<file path="config.mk">
export PLATFORM = sky130hd
export DESIGN_NAME = truth_table_capture
export DESIGN_NICKNAME = d
export VERILOG_FILES = /design/src/rtl/truth_table_capture_pkg.sv /design/src/rtl/truth_table_capture_analyzer.sv /design/src/rtl/truth_table_capture.sv
export SDC_FILE = /design/constraint.sdc
export NUM_CORES = 1
export LEC_CHECK = 0
export CORE_MARGIN = 2
export CORE_UTILIZATION = 40
export CTS_CLUSTER_DIAMETER = 60
export CTS_CLUSTER_SIZE = 25
export DETAILED_ROUTE_END_ITERATION = 7
export PLACE_DENSITY = 0.68
export SLEW_MARGIN = 10
export SYNTH_ARGS = -nofsm -noshare
export SYNTH_HDL_FRONTEND = slang
export SYNTH_SLANG_ARGS = --single-unit
</file>
<file path="constraint.sdc">
create_clock -name clk -period 6.79 [get_ports clk]
set_input_delay 1.0185 -clock clk [delete_from_list [all_inputs] [get_ports clk]]
set_output_delay 1.0185 -clock clk [all_outputs]
set_load 0.1 [all_outputs]
</file>
<file path="src/rtl/truth_table_capture_pkg.sv">
// Shared types and constants for the truth-table capture block: FSM encoding,
// settle-counter width and a helper sizing the analyzer's variable index.
package truth_table_capture_pkg;

   typedef enum logic [2:0] {
      ST_IDLE    = 3'd0,
      ST_DRIVE   = 3'd1,
      ST_SAMPLE  = 3'd2,
      ST_ANALYZE = 3'd3,
      ST_DONE    = 3'd4
   } state_t;

   // SETTLE is limited to 1..15, so four bits always hold SETTLE-1.
   localparam int SETTLE_W = 4;

   function automatic int var_width(input int n_vars);
      return (n_vars > 1) ? $clog2(n_vars) : 1;
   endfunction

endpackage

</file>
<file path="src/rtl/truth_table_capture_analyzer.sv">
// Combinational analysis of one output's minterm mask: dependence on a selected
// variable plus all-ones / all-zeros detection.
module truth_table_capture_analyzer #(
   parameter int N_VARS = 3,
   parameter int VAR_W  = 2
) (
   input  logic [(1<<N_VARS)-1:0] i_mask,
   input  logic [VAR_W-1:0]       i_var,
   output logic                   o_dep,
   output logic                   o_all1,
   output logic                   o_all0
);

   localparam int TT_BITS = 1 << N_VARS;

   // A variable matters iff flipping it changes the output for some minterm.
   always_comb begin
      logic [N_VARS-1:0] w_partner;
      w_partner = '0;
      o_dep     = 1'b0;
      for (int j = 0; j < TT_BITS; j++) begin
         w_partner = N_VARS'(j) ^ (N_VARS'(1) << i_var);
         o_dep     = o_dep | (i_mask[j] ^ i_mask[w_partner]);
      end
   end

   assign o_all1 = &i_mask;
   assign o_all0 = ~|i_mask;

endmodule

</file>
<file path="src/rtl/truth_table_capture.sv">
// Sweeps every input combination into a function-under-test, captures its outputs
// into per-output truth tables and derives constant flags and variable dependence.
module truth_table_capture
   import truth_table_capture_pkg::*;
#(
   parameter int N_VARS = 3,
   parameter int N_OUT  = 2,
   parameter int SETTLE = 1
) (
   input  logic                           clk,
   input  logic                           reset,
   input  logic                           start,
   output logic [N_VARS-1:0]              stim,
   input  logic [N_OUT-1:0]               resp,
   output logic                           busy,
   output logic                           done,
   output logic [N_OUT*(1<<N_VARS)-1:0]   tt,
   output logic [N_OUT-1:0]               const1,
   output logic [N_OUT-1:0]               const0,
   output logic [N_OUT*N_VARS-1:0]        depends,
   output state_t                         o_dbg_state
);

   localparam int TT_BITS = 1 << N_VARS;
   localparam int VAR_W   = var_width(N_VARS);

   state_t                       r_state;
   logic [N_VARS-1:0]            r_idx;
   logic [SETTLE_W-1:0]          r_settle;
   logic [VAR_W-1:0]             r_var;
   logic [N_VARS-1:0]            r_stim;
   logic                         r_busy;
   logic                         r_done;
   logic [N_OUT*TT_BITS-1:0]     r_tt;
   logic [N_OUT-1:0]             r_const1;
   logic [N_OUT-1:0]             r_const0;
   logic [N_OUT*N_VARS-1:0]      r_depends;

   logic [N_OUT-1:0]             w_dep;
   logic [N_OUT-1:0]             w_all1;
   logic [N_OUT-1:0]             w_all0;

   for (genvar o = 0; o < N_OUT; o++) begin : g_an
      truth_table_capture_analyzer #(
         .N_VARS (N_VARS),
         .VAR_W  (VAR_W)
      ) u_an (
         .i_mask (r_tt[o*TT_BITS +: TT_BITS]),
         .i_var  (r_var),
         .o_dep  (w_dep[o]),
         .o_all1 (w_all1[o]),
         .o_all0 (w_all0[o])
      );
   end

   always_ff @(posedge clk) begin
      if (reset) begin
         r_state   <= ST_IDLE;
         r_idx     <= '0;
         r_settle  <= '0;
         r_var     <= '0;
         r_stim    <= '0;
         r_busy    <= 1'b0;
         r_done    <= 1'b0;
         r_tt      <= '0;
         r_const1  <= '0;
         r_const0  <= '0;
         r_depends <= '0;
      end else begin
         r_done <= 1'b0;
         case (r_state)
            ST_IDLE: begin
               if (start) begin
                  r_state   <= ST_DRIVE;
                  r_idx     <= '0;
                  r_settle  <= '0;
                  r_stim    <= '0;
                  r_tt      <= '0;
                  r_const1  <= '0;
                  r_const0  <= '0;
                  r_depends <= '0;
                  r_busy    <= 1'b1;
               end
            end
            ST_DRIVE: begin
               if (r_settle == SETTLE_W'(SETTLE - 1)) begin
                  r_state  <= ST_SAMPLE;
                  r_settle <= '0;
               end else begin
                  r_settle <= r_settle + 1'b1;
               end
            end
            ST_SAMPLE: begin
               for (int o = 0; o < N_OUT; o++) begin
                  r_tt[o*TT_BITS + int'(r_idx)] <= resp[o];
               end
               if (r_idx == {N_VARS{1'b1}}) begin
                  r_state <= ST_ANALYZE;
                  r_var   <= '0;
                  r_stim  <= '0;
               end else begin
                  r_state <= ST_DRIVE;
                  r_idx   <= r_idx + 1'b1;
                  r_stim  <= r_idx + 1'b1;
               end
            end
            ST_ANALYZE: begin
               // One variable per cycle; constant flags only need one look.
               for (int o = 0; o < N_OUT; o++) begin
                  r_depends[o*N_VARS + int'(r_var)] <= w_dep[o];
               end
               if (r_var == '0) begin
                  r_const1 <= w_all1;
                  r_const0 <= w_all0;
               end
               if (r_var == VAR_W'(N_VARS - 1)) begin
                  r_state <= ST_DONE;
                  r_busy  <= 1'b0;
                  r_done  <= 1'b1;
               end else begin
                  r_var <= r_var + 1'b1;
               end
            end
            ST_DONE: begin
               r_state <= ST_IDLE;
            end
            default: begin
               r_state <= ST_IDLE;
            end
         endcase
      end
   end

   assign stim        = r_stim;
   assign busy        = r_busy;
   assign done        = r_done;
   assign tt          = r_tt;
   assign const1      = r_const1;
   assign const0      = r_const0;
   assign depends     = r_depends;
   assign o_dbg_state = r_state;

endmodule
</file>
### Yosys cells after proc, flatten, opt, wreduce, memory -nomap -nowiden

Index checks and enable logic that the tools add are counted.
W data, S select, Z words.

| cells by class | value |
|---|---|
| $add $sub $neg | 5 |
| magnitude comparators | 16 |
| eq/ne operators | 12 |
| shift-type cells | 1 |
| multiplexer cells | 73 |
| bitwise gates (word level) | 38 |
| reductions and logical operators | 26 |

Operators with widths:

| cell | count |
|---|---|
| $bmux W1 S3 | 16 |
| $lt A3 B4 Y1 const B | 9 |
| $bwmux W16 | 2 |
| $pmux W16 S2 | 1 |
| $mux W1 | 23 |
| $mux W3 | 6 |
| $mux W16 | 1 |
| $reduce_and A8 Y1 | 2 |
| $reduce_or A8 Y1 | 2 |
| $xor A1 B1 Y1 | 16 |
| $reduce_and A3 Y1 | 5 |
| $ne A2 B2 Y1 const B | 7 |
| $or A1 B1 Y1 | 14 |
| $bwmux W6 | 2 |
| $mux W2 | 6 |
| $pmux W2 S2 | 3 |
| $pmux W3 S2 | 2 |
| $pmux W3 S4 | 1 |
| $pmux W6 S2 | 1 |
| $mux W4 | 2 |
| $pmux W4 S2 | 1 |
| $reduce_bool A2 Y1 | 4 |
| $demux W1 S3 | 2 |
| $eq A3 B2 Y1 const B | 2 |
| 29 further kinds | 41 |

| storage, ports and cells | value |
|---|---|
| register bits after elaboration | 43 |
| word-level logic and storage cells | 182 |

### Longest topological paths before layout

| depth | value |
|---|---|
| depth after elaboration | 15 |
| gate-level depth with buffers | 11 |

### Cells and area by module

Synthesis repeated with hierarchy kept, for this count alone.

| second synthesis, totals | value |
|---|---|
| cell total of the unflattened synthesis | 295 |
| area, all modules | 2618.8 um^2 |

By module, submodules not included:

| module | instances | cells each | area an instance (um^2) | seq. area each (um^2) |
|---|---|---|---|---|
| truth_table_capture | 1 | 237 | 2192.1 | 860.8 |
| truth_table_capture_analyzer at g_an[0].u_an | 1 | 32 | 239.0 | 0.0 |
| truth_table_capture_analyzer at g_an[1].u_an | 1 | 26 | 187.7 | 0.0 |

### Worst setup path before layout

OpenSTA, ideal clock, no wires.

| path | value |
|---|---|
| path kind | register -> register |
| from | register r_tt[8] (netlist: tt[8]) |
| to | register r_depends[1] (netlist: depends[1]) |
| library setup time | 0.134 ns |
| arrival | 2.593 ns |
| path slack | 4.063 ns |
| cell stages (with the launch flop) | 8 |
| buffers on the path | 0 |
| period minus slack after synthesis | 2.727 ns |
| path through | dfxtp_1 -> mux2i_1 -> mux4_2 -> xnor2_1 -> a211oi_1 -> nand4_1 -> nand2_1 -> o221ai_1 |

| between the ends | value |
|---|---|
| longest elaborated chain between the ends | 12 |
| elaborated cells between the ends (all ways) | 33 |
| classes of those cells | mux: 18; bitwise: 15 |

Ends and longest elaborated chain:

| element | RTL line | text |
|---|---|---|
| start, declared | truth_table_capture.sv:34 | `logic [N_OUT*TT_BITS-1:0] r_tt;` |
| start signal, assigned by index | truth_table_capture.sv:95 | `r_tt[o*TT_BITS + int'(r_idx)] <= resp[o];` |
| $bmux W1 S3 | truth_table_capture_analyzer.sv:23 | `o_dep = o_dep \| (i_mask[j] ^ i_mask[w_partner]);` |
| $mux W1 (implied by the code) | truth_table_capture_analyzer.sv:23 |  |
| $xor A1 B1 Y1 | truth_table_capture_analyzer.sv:23 |  |
| $or A1 B1 Y1 (6 in a row) | truth_table_capture_analyzer.sv:23 |  |
| $or A1 B1 Y1 (*) | truth_table_capture_analyzer.sv:23 |  |
| $bwmux W6 (*) | truth_table_capture.sv:110 | `r_depends[o*N_VARS + int'(r_var)] <= w_dep[o];` |
| $pmux W6 S2 (*) | truth_table_capture.sv:71 | `case (r_state)` |
| end signal, assigned by index | truth_table_capture.sv:110 |  |
| end, declared | truth_table_capture.sv:37 | `logic [N_OUT*N_VARS-1:0] r_depends;` |

Every way passes the cells marked *; elsewhere a longest branch is shown, timed or not. The select of a mux whose other input is x is not followed.
A chain may end at the register's enable or synchronous reset.

### Worst setup path after layout

| path | value |
|---|---|
| from | register r_var[0] |
| to | register r_depends[2] (netlist: depends[2]) |

| between the ends | value |
|---|---|
| longest elaborated chain between the ends | 15 |
| elaborated cells between the ends (all ways) | 84 |
| classes of those cells | add/sub: 1; order compare: 4; shift: 1; mux: 39; bitwise: 37; reduce/logical: 2 |

Ends and longest elaborated chain:

| element | RTL line | text |
|---|---|---|
| start, declared | truth_table_capture.sv:30 | `logic [VAR_W-1:0] r_var;` |
| start signal, assigned | truth_table_capture.sv:121 | `r_var <= r_var + 1'b1;` |
| $shl A1 B2 Y3 | truth_table_capture_analyzer.sv:22 | `w_partner = N_VARS'(j) ^ (N_VARS'(1) << i_var);` |
| $not A1 Y1 (no source line) | -- |  |
| $bmux W1 S3 | truth_table_capture_analyzer.sv:23 |  |
| $mux W1 (implied by the code) | truth_table_capture_analyzer.sv:23 |  |
| $xor A1 B1 Y1 | truth_table_capture_analyzer.sv:23 |  |
| $or A1 B1 Y1 (7 in a row) | truth_table_capture_analyzer.sv:23 |  |
| $bwmux W6 | truth_table_capture.sv:110 |  |
| $bwmux W6 (*) | truth_table_capture.sv:110 |  |
| $pmux W6 S2 (*) | truth_table_capture.sv:71 |  |

Marked as above.

==> flow_summary_export.csv <==
group,metric,value,unit
status,status,"finished clean",
worst_setup_path,worstPathRequired,6970,ps
floorplan,die_y,88.4,um
synthesis,synth_top_flop_cell,"dfxtp_1",
worst_setup_path,crit_arrival,3460,ps
timing,worst_pin_slew,1090,ps
power,power_leakage,1.17,nW
worst_setup_path,slowest_stage,"ha_1",
clock_tree,cts_setup_buffers,0,
synthesis,synth_top_area_share,30.2,%
synthesis,async_reset_ff_share,0,%
clock_tree,cts_tree,"yes",
timing,fin_crit_sh,48.4,%
timing,slew_headroom,26.0,%
power,p_per_area,170,nW/um2
detailed_routing,routed_via_density,5.90,
clock_tree,clock-sinks,43,
placement,io_buffers,38,
detailed_routing,drtPass1Iterations,5,
worst_setup_path,timing_worst_setup_path_type,"flip-flop to flip-flop",
worst_setup_path,path_cells,"inv_1 -> ha_1 -> mux4_2 -> a222oi_1 -> xnor2_1 -> o41ai_2 -> and3_2 -> o221ai_1",
job,cap_violations,0,
placement,place.gp.congestion,0.885,
min_path,hold_class,"flip-flop to flip-flop",
detailed_routing,vias,2802,
timing,slew_violations,0,
detailed_routing,ant_nets,0,
synthesis,syn_nets,378,
clock_tree,cts.clk_slew.worst_paths,80,ps
worst_setup_path,crit_path_end_kind,"flip-flop",
timing,rsz0062_at_grt,"no",
worst_setup_path,start_kind,"flip-flop",
worst_setup_path,critPathMaxFanout,14,
detailed_routing,wl_per_cell,16.1,um
worst_setup_path,critPathMaxStageDelay,640,ps
power,internal_power,0.422,mW
timing,period_needed,3280,ps
layout,drive_gt1_share,6.60,%
global_routing,grt_use_total,20.2,%
clock_tree,cts_buffers,5,
power,switching_power,0.147,mW
layout,final_core_util,49.1,%
layout,finalNetCount,394,
synthesis,synth-seq-cells,43,
synthesis,ys_warn_count,0,
worst_setup_path,crit_buf_inv,1,
floorplan,core_area,6830,um2
worst_setup_path,critPathTopFamily,"compound AO/OA/AOI/OAI gates",
power,p_sw_share,25.8,%
global_routing,grt_pass1_vias,2547,
power,clockPowerShare,41.0,%
floorplan,initial_core_util,41.7,%
synthesis,synthesis.area,2850,um2
power,p_seq_share,45.8,%
clock_tree,worst_skew_pair.late_latency,300,ps
timing,max_freq,304,MHz
layout,n_fill_cell,699,
synthesis,synth-edff-count,0,
layout,diodes,0,
synthesis,yosysMostFrequentCell,"dfxtp_1",
floorplan,core.rowCount,30,
floorplan,ioPinCount,39,
timing,finalHoldViolCount,0,
layout,area_growth,17.9,%
layout,seq_area,861,um2
synthesis,synth_top_area_cell,"dfxtp_1",
synthesis,syn_inst,362,
timing,setup_tns,0,ps
clock_tree,cts-root-buf,"clkbuf_8",
placement,hpwl,5360,um
synthesis,synth_common_cells,"dfxtp_1 (43), a21oi_1 (37), nand2_1 (37), nand3_1 (37), nor2_1 (29)",
clock_tree,cts_resized,0,
floorplan,dieArea,7810,um2
clock_tree,clockBufferDepth,2,
detailed_routing,route.detailed.drc,0,
global_routing,antenna_found_initial,0,
detailed_routing,drtIter0Drc,218,
power,power,0.569,mW
synthesis,ys_seq_area_share,30.2,%
global_routing,grt_max_degree,45,
power,vdd_ir_drop_max,0.0000972,V
clock_tree,htree_levels,2,
timing,clock_skew,9.24,ps
synthesis,yosysUniqueCellTypes,49,
detailed_routing,routed_wl,7660,um
power,p_comb_share,13.2,%
timing,setup_viol,0,
global_routing,gr-total-overflow,0,
synthesis,synth_area_per_cell,7.86,um2
synthesis,synth_area_leaders,"dfxtp_1 (30%), a21oi_1 (6.5%), nand3_1 (6.5%)",
global_routing,grt_pass1_wl,12500,um
layout,multi_input_area,1830,um2
floorplan,die_w,88.4,um
clock_tree,hold_buffers,0,
-- layout make-up --
type                    instances  share of cell area [%]
well taps                      96                    3.58
flip-flops and latches         43                    25.6
inverters                       8                   0.895
clock buffers                   6                    2.16
repair buffers                 39                    11.6
clock inverters                 2                    1.79
multi-input cells             281                    54.4
-- worst paths after layout --
| kind | cells past startpoint | slack, ps | startpoint | endpoint |
|---|---|---|---|---|
| hold / removal | 2 | 460 | stim[0]$_SDFFE_PP0P_ | stim[0]$_SDFFE_PP0P_ |
| hold reg to reg | 2 | 460 | stim[0]$_SDFFE_PP0P_ | stim[0]$_SDFFE_PP0P_ |
| setup reg to reg | 8 | 3510 | r_var[0]$_SDFFE_PP0P_ | depends[2]$_SDFFE_PP0P_ |
| setup / recovery | 8 | 3510 | r_var[0]$_SDFFE_PP0P_ | depends[2]$_SDFFE_PP0P_ |
-- power by group through the flow --
stage / Clock (mW) / Combinational, mW / Sequential [mW]
after detailed placement: 0 / 0.0744 / 0.266
final: 0.233 / 0.0753 / 0.261
after global routing: 0.248 / 0.0809 / 0.261
after global placement: 0 / 0.0741 / 0.266
after CTS: 0.239 / 0.0749 / 0.261
after floorplan: 0 / 0.0423 / 0.282
-- logic make-up after synthesis --
kind of cell | after synthesis | synth area share, %
adders and majority gates | 11 | 4.84
muxes | 23 | 10.2
and+or+nand+nor | 153 | 26.4
DFF | 43 | 30.2
xor gates and xnor gates | 10 | 3.08
AOI/OAI and AO/OA | 84 | 19.6
buffers and inverters | 38 | 5.63
-- tightest hold or removal path, stage by stage, from the launching register on --
cell and delay (ps):
dfxtp_1 320, nand2_1 50, a21oi_1 50
-- routing by layer --
metal / wire, um / share of wire (%) / GRT usage (%)
met1: 3590 / 47 / 29.0
met2: 3570 / 47 / 31.9
met3: 416 / 5.4 / 2.43
met4: 82 / 1.1 / 6.20
met5: 0 / 0 / 0
-- cell usage in the layout (no fill, tap or decap), types with 3 or more instances in the layout --
cell type | synthesis | layout
o21ai_0 | 5 | 5
nand3_1 | 37 | 37
ha_1 | 11 | 11
a211oi_1 | 3 | 3
nand4_1 | 14 | 14
nor2_1 | 29 | 29
nor4_1 | 4 | 4
o221ai_1 | 3 | 3
inv_1 | 7 | 7
a22oi_1 | 13 | 13
mux2_2 | 8 | 8
nand3b_1 | 6 | 6
a32oi_1 | 3 | 3
clkbuf_8 | 0 | 5
nand2_1 | 37 | 37
mux4_2 | 4 | 4
dfxtp_1 | 43 | 43
a21oi_1 | 37 | 37
xnor2_1 | 8 | 8
nor2b_1 | 4 | 4
a222oi_1 | 5 | 5
nor3_1 | 10 | 10
clkdlybuf4s50_1 | 0 | 38
a22o_1 | 3 | 3
mux2i_1 | 11 | 11
-- state kept, by name, summed over array words and instances (netlist names) --
signal       count
r_idx            3
busy             1
r_var            2
const1           2
const0           2
tt              16
o_dbg_state      3
depends          6
stim             3
done             1
r_settle         4
-- per-stage QoR --
stage	cells	setup slack [ps]	area, um2	hold WS [ps]
2_1_floorplan	362	4060	2850	438
3_3_place_gp	467	3600	3220	449
3_5_place_dp	467	3550	3220	451
4_1_cts	475	3540	3360	467
5_1_grt	475	3240	3360	490
6_report	475	3510	3360	463
Power figures use the tool's default switching activity.
